--- config.mk ---
export PLATFORM = sky130hd
export DESIGN_NAME = sdac_serializer
export DESIGN_NICKNAME = d
export VERILOG_FILES = /design/src/rtl/sdac_pkg.sv /design/src/rtl/piso_shift_register.sv /design/src/rtl/sdac_serializer.sv
export SDC_FILE = /design/constraint.sdc
export NUM_CORES = 1
export LEC_CHECK = 0
export CAP_MARGIN = 20
export CORE_ASPECT_RATIO = 1.2
export CORE_MARGIN = 2
export CORE_UTILIZATION = 45
export DETAILED_ROUTE_END_ITERATION = 7
export GPL_TIMING_DRIVEN = 0
export PLACE_DENSITY_LB_ADDON = 0.1
export SLEW_MARGIN = 0
export SYNTH_ARGS = -nofsm -noshare
export SYNTH_HDL_FRONTEND = slang
export SYNTH_HIERARCHICAL = 1
export SYNTH_SLANG_ARGS = --single-unit
export TNS_END_PERCENT = 20
--- constraint.sdc ---
create_clock -name clk -period 2.8 [get_ports clk]
set_input_delay 0.28 -clock clk [delete_from_list [all_inputs] [get_ports clk]]
set_output_delay 0.28 -clock clk [all_outputs]
set_load 0.02 [all_outputs]
--- src/rtl/sdac_pkg.sv ---
// sdac_pkg: shared width and state encoding for the serial DAC transmit path
package sdac_pkg;
  localparam int DATA_W = 12;
  typedef enum logic [1:0] {IDLE, SHIFT, SOC, GAP} sdac_state_t;
endpackage

--- src/rtl/piso_shift_register.sv ---
// piso_shift_register: parallel-load, shift-left register exposing its MSB
module piso_shift_register #(
  parameter int N = 12
) (
  input  logic         clk,
  input  logic         rst_n,
  input  logic         load,
  input  logic         shift,
  input  logic [N-1:0] d,
  output logic         msb
);
  logic [N-1:0] q;
  // zeros shift in behind the data, so the MSB idles at 0 once a word has drained
  always_ff @(posedge clk or negedge rst_n)
    if (!rst_n) q <= '0;
    else if (load) q <= d;
    else if (shift) q <= {q[N-2:0], 1'b0};
  assign msb = q[N-1];
endmodule

--- src/rtl/sdac_serializer.sv ---
// sdac_serializer: shifts parallel samples MSB-first to the serial DAC, then strobes soc
module sdac_serializer
  import sdac_pkg::*;
#(
  parameter int N   = DATA_W,
  parameter int GAP = 0
) (
  input  logic         clk,
  input  logic         rst_n,
  input  logic [N-1:0] din,
  input  logic         din_valid,
  output logic         din_ready,
  output logic         SI,
  output logic         en_SI,
  output logic         soc,
  output logic         busy
);
  localparam int CW = $clog2(N + 1);
  sdac_state_t state, nxt;
  logic [CW-1:0] cnt;
  logic [3:0] gcnt;
  logic armed, accept, last;
  // armed keeps the release edge from accepting a sample
  assign din_ready = rst_n && armed && state == IDLE;
  assign busy = state != IDLE;
  assign accept = din_valid && din_ready;
  assign last = cnt == CW'(N - 1);
  always_comb begin
    nxt = state;
    nxt = state == IDLE  ? (accept ? SHIFT : IDLE) :
          state == SHIFT ? (last ? SOC : SHIFT) :
          state == SOC   ? (GAP == 0 ? IDLE : sdac_pkg::GAP) :
                           (gcnt == 4'(GAP - 1) ? IDLE : sdac_pkg::GAP);
  end
  always_ff @(posedge clk or negedge rst_n)
    if (!rst_n) begin
      state <= IDLE;
      cnt   <= '0;
      gcnt  <= '0;
      en_SI <= 1'b0;
      soc   <= 1'b0;
      armed <= 1'b0;
    end else begin
      armed <= 1'b1;
      state <= nxt;
      cnt   <= accept ? '0 : state == SHIFT ? cnt + CW'(1) : cnt;
      gcnt  <= state == sdac_pkg::GAP ? gcnt + 4'd1 : 4'd0;
      en_SI <= nxt == SHIFT;
      soc   <= nxt == SOC;
    end
  piso_shift_register #(.N(N)) u_piso (
    .clk  (clk),
    .rst_n(rst_n),
    .load (accept),
    .shift(state == SHIFT),
    .d    (din),
    .msb  (SI)
  );
endmodule

# Word-level counts from Yosys, hierarchy flattened
# Index checks and enable logic that the tools add are counted.
totals:
  mem_count: 0
  ram_bits: 0
  latch_bits: 0
  out_inout_bits: 5
  regBits: 25
  word_cells: 33
  rom_bits: 0
op_classes:
  shift: 0
  div: 0
  n_mul: 0
  order_cmp: 0
  addsub: 2
  n_eq_ne: 7
  mux: 11
  n_reduce_logical: 6
  bitwise: 0
ops:
  columns: ["operator", "n"]
  rows:
  - ["$mux 12", 2]
  - ["$mux 4", 3]
  - ["$mux 2", 5]
  - ["$add 4x1->4 const B", 2]
  - ["$eq 4x4->1 const B", 2]
  - ["$eq 2x2->1 const B", 3]
  - ["$eq 2x1->1 const B", 2]
  - ["$reduce_bool 2->1", 2]
  - ["$logic_and 1x1->1", 3]
  - ["$logic_not 2->1", 1]
  - ["$mux 1", 1]

# Longest topological paths before layout
# Gate-level depths: netlist (run 1).
depth:
  word_depth: 6
  depth_mapped: 6
  ltp_nobuf: 5

# Modules after synthesis
# The synthesis (run 1) kept the hierarchy.
modules_own_cells:
  columns: ["module", "area_per_inst_um2", "cells_per_inst", "n_inst"]
  rows:
  - ["sdac_serializer", 558.0, 50, 1]
  - ["piso_shift_register", 546.8, 51, 1]

# Least setup slack after synthesis (run 1)
# OpenSTA, ideal clock, no wires.
synth_path:
  path_type: "flip-flop to flip-flop"
  startpoint: "reg state[0]"
  endpoint: "reg u_piso.q[2]"
  n_path_buf: 1
  path_stages_with_launch: 6
  slack_ps: 1396
  t_required_ps: 2676
  synth_period_minus_slack_ps: 1404
  arrival_ps: 1280
  path_cell_list: "dfrtp_1 -> and4bb_4 -> nand2_1 -> inv_2 -> buf_2 -> o21ai_1"
synth_between:
  elab_chain_cells: 4
synth_rtl:
  columns: ["element", "line_no", "source"]
  rows:
  - ["start: declaration", "sdac_serializer.sv:19", "sdac_state_t state, nxt;"]
  - ["start signal: assignment", "sdac_serializer.sv:45", "state <= nxt;"]
  - ["$logic_not 2->1 *", "sdac_serializer.sv:24", "assign din_ready = rst_n && armed && state == IDLE;"]
  - ["$logic_and 1x1->1 *", "sdac_serializer.sv:24", null]
  - ["via din_ready", "sdac_serializer.sv:12", "output logic din_ready,"]
  - ["$logic_and 1x1->1 *", "sdac_serializer.sv:26", "assign accept = din_valid && din_ready;"]
  - ["via accept", "sdac_serializer.sv:22", "logic armed, accept, last;"]
  - ["$mux 12 or $reduce_bool 2->1 (tied branches)", null, null]
  - ["end signal: assignment", "piso_shift_register.sv:17", "else if (shift) q <= {q[N-2:0], 1'b0};"]
  - ["end: declaration", "piso_shift_register.sv:12", "logic [N-1:0] q;"]
# The timed path passes the listed nets; every way through them passes the cells marked *.
# A chain may end at the register's enable or synchronous reset.

# Worst setup path in the final report (run 1)
layout_path:
  startpoint: "in rst_n"
  endpoint: "out din_ready"
layout_between:
  elab_chain_cells: 2
layout_rtl:
  columns: ["element", "line_no", "source"]
  rows:
  - ["start: declaration", "sdac_serializer.sv:9", "input logic rst_n,"]
  - ["$logic_and 1x1->1 (2 in series)", "sdac_serializer.sv:24", null]
  - ["end: declaration", "sdac_serializer.sv:12", null]
# Every way passes these cells.

==> impl_metrics.py, run 1 <==
metrics = {
    "synth": {
        "yosys.area.top_type": "dfrtp_1",
        "synthTopCellsByArea": "dfrtp_1 (57%), mux2i_1 (10%), nand2_1 (5.8%)",
        "synthDistinctLibCells": 27,
        "synthMuxAreaShare_pct": 9.97,
        "synth_warnings": 6,
        "synth_simple_gate_area_share_pct": 15.5,
        "synth_fa_ha_area_share_pct": 2.27,
        "synth_top_family_by_area": "simple AND/OR/NAND/NOR gates",
        "synth-xor-area-share_pct": 3.17,
        "synth_compound_area_share_pct": 9.17,
        "postSynthAreaPerCell_um2": 10.9,
        "synth_seq_cells": 25,
        "syn-cell-area_um2": 1100,
        "synth_top_area_share_pct": 56.6,
        "ys_seq_area_share_pct": 56.6,
        "synth_nets": 118,
        "netlist_instances": 101,
    },
    "cells_and_area": {
        "area_growth_pct": 24.6,
        "final_cell_mix": "dfrtp_1 (25), clkdlybuf4s50_1 (19), nand2_1 (17), mux2i_1 (11), o21ai_1 (8)",
        "fill_cells": 223,
        "final_common_cell": "dfrtp_1",
        "seq_area_um2": 626,
        "final_layout_size_suffix_gt1_share_pct": 11.2,
        "fin_nets": 143,
        "diodes": 0,
        "multi_input_area_um2": 447,
    },
    "clock_network": {
        "hold_buffers": 0,
        "insertion_delay_ns": 0.31,
        "clk_pin_slew_ns": 0.13,
        "cts_resized": 0,
        "cts_setup_buffers": 0,
        "cts-root-buf": "clkbuf_4",
        "cts_buffers": 3,
        "tritoncts": "built",
        "clock-sinks": 25,
        "clk_path_buf_depth": 2,
        "h-tree-depth": 1,
    },
    "worst_setup_path": {
        "r2r.worst_path.cells": 6,
        "reg2reg_from": "state[0]$_DFF_PN0_",
        "critPathArrivalTime_ns": 2.20,
        "setup.worst_path.end_class": "primary output",
        "rrSetupSlack_ns": 1.26,
        "cp-start-kind": "input port",
        "path_max_fanout": 15,
        "crit_type": "in -> out",
        "rr_endpoint": "u_piso/q[9]$_DFFE_PN0P_",
        "cp.required_ns": 2.52,
    },
    "sta": {
        "clock_skew_ns": 0.00308,
        "hold_ws_ns": 0.325,
        "max_freq_mhz": 402,
        "setup_viol": 0,
        "period_share_pct": 88.7,
        "tns_ns": 0,
        "rsz0062_at_grt": "false",
        "period_needed_ns": 2.48,
        "relSlewSlack_pct": 61.2,
        "hold_violations": 0,
        "tightest_slew_ns": 0.581,
        "maxSlewViolCount": 0,
    },
    "flow_run": {
        "cap_violations": 0,
    },
    "detailed_routing": {
        "dr.pass1.iters": 3,
        "drt_iter0_drc": 5,
        "via_per_inst": 5.03,
        "drtAntennaViolNets": 0,
        "drc_errors": 0,
        "via_count": 784,
        "post_drt_wl_per_cell_um": 12.0,
        "finalWirelength_um": 1870,
    },
    "floorplanning": {
        "ios": 20,
        "die_h_um": 58.3,
        "die_w_um": 49.2,
        "initial_utilization_pct": 47.9,
        "std_cell_rows": 19,
        "core-area_um2": 2310,
        "die_area_um2": 2870,
    },
    "pwr": {
        "powerDensity_nw_per_um2": 860,
        "power_switching_w": 0.000411,
        "power_frac_comb_pct": 40.6,
        "power_frac_clock_pct": 12.9,
        "internal-power_w": 0.000773,
        "power_leakage_nw": 0.639,
        "swShare_pct": 34.7,
        "peakVddDrop_mv": 0.616,
        "sequentialPowerShare_pct": 46.5,
    },
    "placement": {
        "place.gp.congestion": 0.769,
        "dp_hpwl_um": 1440,
        "buffer_ports.inserted": 19,
    },
    "status": {
        "status": "complete, no violations",
    },
    "global_routing": {
        "overflow": 0,
        "grt_pass1_wl_um": 3470,
        "antenna_found_initial": 0,
        "grtUsageTotal_pct": 15.6,
        "grt_max_degree": 16,
        "grt_pass1_vias": 832,
    },
    "min_path": {
        "hp-class": "in -> async",
    },
}
how the worst max path moves through the flow:
stage / start / endpoint / slack [ns] / cells after the start
6_report: rst_n / din_ready / 0.32 / 4
5_1_grt: rst_n / din_ready / 0.19 / 4
4_1_cts: rst_n / din_ready / 0.28 / 4
3_5_place_dp: rst_n / din_ready / 0.28 / 4
3_3_place_gp: rst_n / din_ready / 0.005 / 3
2_1_floorplan: state[0]$_DFF_PN0_ / u_piso/q[2]$_DFFE_PN0P_ / 1.40 / 5
sequential cells by signal (all words and copies together) (netlist names):
name and cells:
u_piso/q 12, cnt 4, armed 1, gcnt 4
soc 1, state 2, en_SI 1
layout make-up:
cell class | instances | area share, %
flip-flops and latches | 25 | 45.5
multi-input cells | 70 | 32.5
repair buffers | 20 | 14.9
well taps | 31 | 2.82
clock buffers | 3 | 1.64
plain buffers | 3 | 1.55
inverters | 3 | 0.818
clock inverters | 1 | 0.364
cell usage after synthesis, drive strengths merged:
cell type and count:
conb 1, a21oi 3, o22ai 1, nand2b 2, and3 2, nor2 7, nand3 2, mux2i 11
dfrtp 25, xnor2 2, or3 1, nand3b 2, xor2 2, ha 2, o21ai 13, nand2 17
inv 3, o211ai 1, buf 3, and4bb 1
metal layers:
metal  vias up  GRT usage (%)  wire (µm)
met5         -              0          0
met2        16           28.0        996
met4         0           7.35         19
met1       373           18.1        772
met3         2           2.84         81
li1        393              -          -
kinds of logic (layout without fill, tap and decap cells):
group           count (synthesis)  count (layout)
buf+inv                         6              30
flops                          25              25
xor+xnor                        4               4
simple gates                   34              34
compound gates                 18              18
fa+ha+maj                       2               2
mux                            11              11
other cells                     1               1
through the flow:
step / utilization, % / setup slack, ns / power, W / cell area, µm² / std cells
floorplan: - / 1.40 / 0.000897 / 1100 / 101
global placement: 57.8 / 0.00542 / 0.00103 / 1330 / 151
detailed placement: 58.5 / 0.284 / 0.00105 / 1350 / 152
CTS: 59.7 / 0.280 / 0.00121 / 1380 / 156
global route: 59.7 / 0.191 / 0.00128 / 1380 / 156
finish: 59.7 / 0.315 / 0.00118 / 1380 / 156
critical path: stages:
cell,delay (ns)
clkdlybuf4s50_1,0.84
buf_8,0.24
and4bb_4,0.25
clkdlybuf4s50_1,0.60
power by group through the flow:
| stage | registers (W) | clock network (W) | logic, W |
|---|---|---|---|
| 2_1_floorplan | 0.000559 | 0 | 0.000338 |
| 3_3_place_gp | 0.000556 | 0 | 0.000471 |
| 3_5_place_dp | 0.000561 | 0 | 0.000488 |
| 4_1_cts | 0.000553 | 0.000165 | 0.000490 |
| 5_1_grt | 0.000570 | 0.000178 | 0.000537 |
| 6_report | 0.000550 | 0.000153 | 0.000480 |
Note: power is estimated with default switching activity, not from simulation.
==> run 2: changes to the inputs <==
--- a/config.mk
+++ b/config.mk
@@ -9,6 +9,8 @@
 export CORE_ASPECT_RATIO = 1.2
 export CORE_MARGIN = 2
 export CORE_UTILIZATION = 45
+export CTS_BUF_LIST = sky130_fd_sc_hd__clkbuf_8
+export CTS_CLUSTER_DIAMETER = 80
 export DETAILED_ROUTE_END_ITERATION = 7
 export GPL_TIMING_DRIVEN = 0
 export PLACE_DENSITY_LB_ADDON = 0.1
==> impl_metrics.py, run 2 (same netlist as run 1, synthesis figures left out) <==
metrics = {
    "status": {
        "status": "complete, no violations",
    },
    "sta": {
        "hold_violations": 0,
        "relSlewSlack_pct": 61.4,
        "tightest_slew_ns": 0.577,
        "setup_viol": 0,
        "period_share_pct": 88.6,
        "fin_ws_ns": 0.318,
        "period_needed_ns": 2.48,
        "clock_skew_ns": 0.00303,
        "maxSlewViolCount": 0,
        "tns_ns": 0,
        "rsz0062_at_grt": "false",
        "max_freq_mhz": 403,
    },
    "flow_run": {
        "cap_violations": 0,
    },
    "worst_setup_path": {
        "reg2reg_from": "state[0]$_DFF_PN0_",
        "cp.required_ns": 2.52,
        "startpoint": "rst_n",
        "critical_path.top_delay_family": "buffers and inverters",
        "slowest_delay_ns": 0.84,
        "crit_top_cell": "clkdlybuf4s50_1",
        "critPathArrivalTime_ns": 2.20,
        "path_cells": "clkdlybuf4s50_1 > buf_8 > and4bb_4 > clkdlybuf4s50_1",
        "crit_path_top_delay_cell": "clkdlybuf4s50_1",
        "setup.worst_path.end_class": "primary output",
        "cp.buffers_inverters": 3,
        "crit_type": "in -> out",
        "cp-start-kind": "input port",
        "path_max_fanout": 15,
    },
    "global_routing": {
        "grtUsageTotal_pct": 16.0,
        "antenna_found_initial": 0,
        "grt_max_degree": 16,
        "grt_pass1_vias": 839,
        "grt_pass1_wl_um": 3500,
        "overflow": 0,
    },
    "detailed_routing": {
        "post_drt_wl_per_cell_um": 12.1,
        "drt_iter0_drc": 4,
        "drtAntennaViolNets": 0,
        "dr.pass1.iters": 2,
        "finalWirelength_um": 1890,
        "via_count": 792,
        "via_per_inst": 5.08,
        "drc_errors": 0,
    },
    "floorplanning": {
        "die_area_um2": 2870,
        "ios": 20,
        "die_w_um": 49.2,
        "die_h_um": 58.3,
        "core-area_um2": 2310,
        "std_cell_rows": 19,
        "initial_utilization_pct": 47.9,
    },
    "cells_and_area": {
        "top_regs": "u_piso/q (12), cnt (4), gcnt (4)",
        "final_cell_mix": "dfrtp_1 (25), clkdlybuf4s50_1 (19), nand2_1 (17), mux2i_1 (11), o21ai_1 (8)",
        "largest_reg_flops": 12,
        "diodes": 0,
        "area_growth_pct": 26.3,
        "fin_nets": 143,
        "top_register": "u_piso/q",
        "final_common_cell": "dfrtp_1",
        "final_layout_size_suffix_gt1_share_pct": 11.2,
    },
    "clock_network": {
        "cts_buffers": 3,
        "cts-root-buf": "clkbuf_8",
        "cts_resized": 0,
        "clock-sinks": 25,
        "tritoncts": "built",
        "clk_path_buf_depth": 2,
        "insertion_delay_ns": 0.26,
        "cts_setup_buffers": 0,
        "h-tree-depth": 1,
        "clk_pin_slew_ns": 0.08,
        "hold_buffers": 0,
    },
    "placement": {
        "pre_cts_slack_ns": 0.284,
        "buffer_ports.inserted": 19,
        "dp_hpwl_um": 1440,
        "place.gp.congestion": 0.769,
    },
    "pwr": {
        "power_leakage_nw": 0.646,
        "peakVddDrop_mv": 0.639,
        "powerDensity_nw_per_um2": 887,
    },
    "min_path": {
        "hp-class": "in -> async",
    },
}
## run 2: cell count changes in the layout (fill, tap and decap cells not counted)
| cell | before | now |
|---|---|---|
| clkbuf_4 | 3 | 0 |
| clkbuf_8 | 0 | 3 |
## run 2: per-layer routing
layer / vias up / track usage, % / share of wire (%)
li1: 389 / - / -
met1: 379 / 18.3 / 40
met2: 19 / 28.0 / 53
met3: 5 / 2.84 / 4.5
met4: 0 / 9.80 / 2.5
met5: - / 0 / 0
## run 2: power breakdown
group          leakage, nW  switching, W  internal, W
clock network       0.0255      0.000107    0.0000994
logic                0.296      0.000236     0.000245
registers            0.325     0.0000749     0.000476
total                0.646      0.000418     0.000820
## run 2: final timing paths
| kind | to | slack [ns] | depth (start not counted) |
|---|---|---|---|
| min in group clk | gcnt[0]$_DFF_PN0_ | 0.47 | 1 |
| hold / removal | u_piso/q[7]$_DFFE_PN0P_ | 0.38 | 1 |
| max in group asynchronous | cnt[2]$_DFFE_PN0P_ | 1.93 | 2 |
| setup reg to reg | u_piso/q[9]$_DFFE_PN0P_ | 1.27 | 6 |
| setup / recovery | din_ready | 0.32 | 4 |
| hold reg to reg | gcnt[0]$_DFF_PN0_ | 0.47 | 1 |
## run 2: area by class of cell
class / count / area, µm²
fill: 218 / 911
sequential: 25 / 626
multi-input combinational: 70 / 447
timing repair buffer: 20 / 205
clock buffer: 3 / 41.3
tap: 31 / 38.8
buffer: 3 / 21.3
inverter: 3 / 11.3
clock inverter: 1 / 5.00
## run 2: per-stage QoR
stage               cells  cell area, µm²  power [W]  util, %  hold WS (ns)
finish                156            1400    0.00124     60.5         0.379
global route          156            1400    0.00134     60.5         0.413
CTS                   156            1400    0.00126     60.5         0.383
detailed placement    152            1350    0.00105     58.5         0.467
global placement      151            1330    0.00103     57.8         0.459
floorplan             101            1100   0.000897        -       -0.0156
==> run 3: changes to the inputs <==
--- a/config.mk
+++ b/config.mk
@@ -7,16 +7,15 @@
 export LEC_CHECK = 0
 export CAP_MARGIN = 20
 export CORE_ASPECT_RATIO = 1.2
-export CORE_MARGIN = 2
 export CORE_UTILIZATION = 45
 export CTS_BUF_LIST = sky130_fd_sc_hd__clkbuf_8
 export CTS_CLUSTER_DIAMETER = 80
+export CTS_CLUSTER_SIZE = 16
 export DETAILED_ROUTE_END_ITERATION = 7
 export GPL_TIMING_DRIVEN = 0
 export PLACE_DENSITY_LB_ADDON = 0.1
 export SLEW_MARGIN = 0
 export SYNTH_ARGS = -nofsm -noshare
 export SYNTH_HDL_FRONTEND = slang
-export SYNTH_HIERARCHICAL = 1
 export SYNTH_SLANG_ARGS = --single-unit
 export TNS_END_PERCENT = 20
==> impl_metrics.py, run 3 <==
metrics = {
    "sta": {
        "setup_viol": 0,
        "fin_ws_ns": 0.450,
        "period_share_pct": 83.9,
        "tightest_slew_ns": 0.702,
        "max_freq_mhz": 425,
        "hold_violations": 0,
        "rsz0062_at_grt": "false",
        "relSlewSlack_pct": 53.1,
        "clock_skew_ns": 0.00400,
        "period_needed_ns": 2.35,
        "maxSlewViolCount": 0,
    },
    "clock_network": {
        "clk_pin_slew_ns": 0.08,
        "clk_path_buf_depth": 2,
        "clock-sinks": 25,
        "cts-root-buf": "clkbuf_8",
        "insertion_delay_ns": 0.26,
        "cts_setup_buffers": 0,
        "tritoncts": "built",
        "hold_buffers": 0,
        "cts_buffers": 3,
        "cts_resized": 0,
        "h-tree-depth": 1,
    },
    "detailed_routing": {
        "drt_iter0_drc": 4,
        "via_per_inst": 5.17,
        "post_drt_wl_per_cell_um": 13.4,
        "drtAntennaViolNets": 0,
        "via_count": 760,
        "dr.pass1.iters": 2,
        "finalWirelength_um": 1970,
        "drc_errors": 0,
    },
    "placement": {
        "dp.cells": 143,
        "place.gp.congestion": 0.721,
        "buffer_ports.inserted": 19,
        "dp_hpwl_um": 1450,
        "pre_cts_slack_ns": 0.431,
    },
    "synth": {
        "synth-xor-area-share_pct": 2.81,
        "synth_simple_gate_area_share_pct": 11.3,
        "postSynthAreaPerCell_um2": 13.8,
        "syn-cell-area_um2": 1240,
        "synth_top_family_by_area": "multiplexers",
        "synth_fa_ha_area_share_pct": 2.01,
        "synthTopCellsByArea": "dfrtp_1 (50%), mux2_4 (24%), buf_6 (2.7%)",
        "synthDistinctLibCells": 27,
        "synth_most_common_cell": "dfrtp_1",
        "synth_top_area_share_pct": 50.3,
        "synth_common_cells": "dfrtp_1 (25), mux2_4 (20), nor2_1 (6), nand2_1 (4)",
        "synth_edf_count": 0,
        "netlist_instances": 90,
        "synthMuxAreaShare_pct": 26.7,
        "async_flop_share_pct": 100,
        "synth_seq_cells": 25,
        "ys_seq_area_share_pct": 50.3,
        "synth_nets": 107,
        "yosys.area.top_type": "dfrtp_1",
        "synth_compound_area_share_pct": 3.32,
        "synth_warnings": 0,
        "synth_ff_type": "dfrtp_1",
    },
    "cells_and_area": {
        "multi_input_area_um2": 578,
        "diodes": 0,
        "top_regs": "u_piso.q (12), cnt (4), gcnt (4)",
        "final_cells": 147,
        "final_layout_size_suffix_gt1_share_pct": 28.9,
        "seq_area_um2": 626,
        "fill_cells": 211,
        "top_register": "u_piso.q",
        "area_growth_pct": 23.4,
        "largest_reg_flops": 12,
        "fin_nets": 132,
        "final_common_cell": "dfrtp_1",
        "final_cell_mix": "dfrtp_1 (25), mux2_4 (20), clkdlybuf4s50_1 (19), nor2_1 (6), nand2_1 (4)",
    },
    "worst_setup_path": {
        "crit_type": "in -> out",
        "path_max_fanout": 15,
        "critPathArrivalTime_ns": 2.07,
        "r2r.worst_path.cells": 4,
        "cp.required_ns": 2.52,
        "cp-start-kind": "input port",
        "crit_path_top_delay_cell": "clkdlybuf4s50_1",
        "crit_top_cell": "clkdlybuf4s50_1",
        "setup.worst_path.end_class": "primary output",
        "path_cells": "clkdlybuf4s50_1 > and3_1 > clkdlybuf4s50_1",
        "slowest_delay_ns": 0.92,
    },
    "floorplanning": {
        "initial_utilization_pct": 48.3,
        "die_w_um": 50.0,
        "die_area_um2": 2980,
        "core-area_um2": 2580,
        "ios": 20,
        "die_h_um": 59.6,
        "std_cell_rows": 20,
    },
    "flow_run": {
        "cap_violations": 0,
    },
    "pwr": {
        "powerDensity_nw_per_um2": 960,
        "peakVddDrop_mv": 0.482,
        "power_leakage_nw": 0.751,
    },
    "global_routing": {
        "grt_pass1_vias": 770,
        "grtUsageTotal_pct": 15.4,
        "grt_pass1_wl_um": 3370,
        "overflow": 0,
        "grt_max_degree": 16,
        "antenna_found_initial": 0,
    },
    "min_path": {
        "hp-class": "in -> async",
    },
    "status": {
        "status": "complete, no violations",
    },
}
==> run 3: cell count changes in the layout (fill, tap and decap cells not counted), sizes merged, moves of 10 or more <==
cell	before	now
mux2	0	22
nand2	17	4
mux2i	11	1
o21ai	13	3
==> run 3: cell families after synthesis <==
family / count (synthesis)
fa+ha+maj: 2
other cells: 1
flops: 25
simple gates: 23
compound gates: 7
buf+inv: 5
xor+xnor: 4
mux: 23
==> run 3: power breakdown <==
| group | internal [W] | leakage [nW] | switching, W |
|---|---|---|---|
| clock | 0.0000979 | 0.0269 | 0.000106 |
| sequential | 0.000483 | 0.322 | 0.0000838 |
| combinational | 0.000445 | 0.402 | 0.000258 |
==> run 3: per-layer routing <==
layer,GRT usage [%],share of wire (%),wire [µm],vias to the layer above
li1,-,-,-,361
met1,18.5,48,943,379
met2,26.1,47,924,15
met3,3.08,3.5,68,5
met4,7.35,1.7,33,0
met5,0,0,0,-
==> run 3: layout make-up <==
cell class,instances,share of cell area [%]
buffer,3,2.20
clock buffer,3,2.69
clock inverter,1,0.244
inverter,2,0.489
multi-input combinational,60,37.6
sequential,25,40.7
tap,33,2.69
timing repair buffer,20,13.4
==> run 3: path summary, 6_finish.rpt <==
| check | startpoint | endpoint | slack (ns) |
|---|---|---|---|
| min | rst_n | gcnt[0]$_DFF_PN0_ | 0.44 |
| min reg2reg | gcnt[0]$_DFF_PN0_ | gcnt[0]$_DFF_PN0_ | 0.47 |
| max in group asynchronous | rst_n | u_piso.q[8]$_DFFE_PN0P_ | 1.83 |
| max | rst_n | din_ready | 0.45 |
| max reg2reg | state[0]$_DFF_PN0_ | u_piso.q[8]$_DFFE_PN0P_ | 1.29 |
| min in group clk | gcnt[0]$_DFF_PN0_ | gcnt[0]$_DFF_PN0_ | 0.47 |
==> run 3: worst max-delay path: cells and delay by family <==
kind,cells,cell delay [ns]
and+or+nand+nor,1,0.26
buffers and inverters,2,1.52
==> run 3: through the flow <==
step | hold slack [ns] | power [W] | setup TNS (ns) | cell area (µm²) | util [%]
floorplan | -0.0156 | 0.00112 | 0 | 1240 | -
global route | 0.497 | 0.00157 | 0 | 1540 | 59.6
global placement | 0.457 | 0.00127 | -0.0212 | 1480 | 57.3
CTS | 0.451 | 0.00149 | 0 | 1540 | 59.6
detailed placement | 0.462 | 0.00128 | 0 | 1490 | 57.9
finish | 0.437 | 0.00147 | 0 | 1540 | 59.6
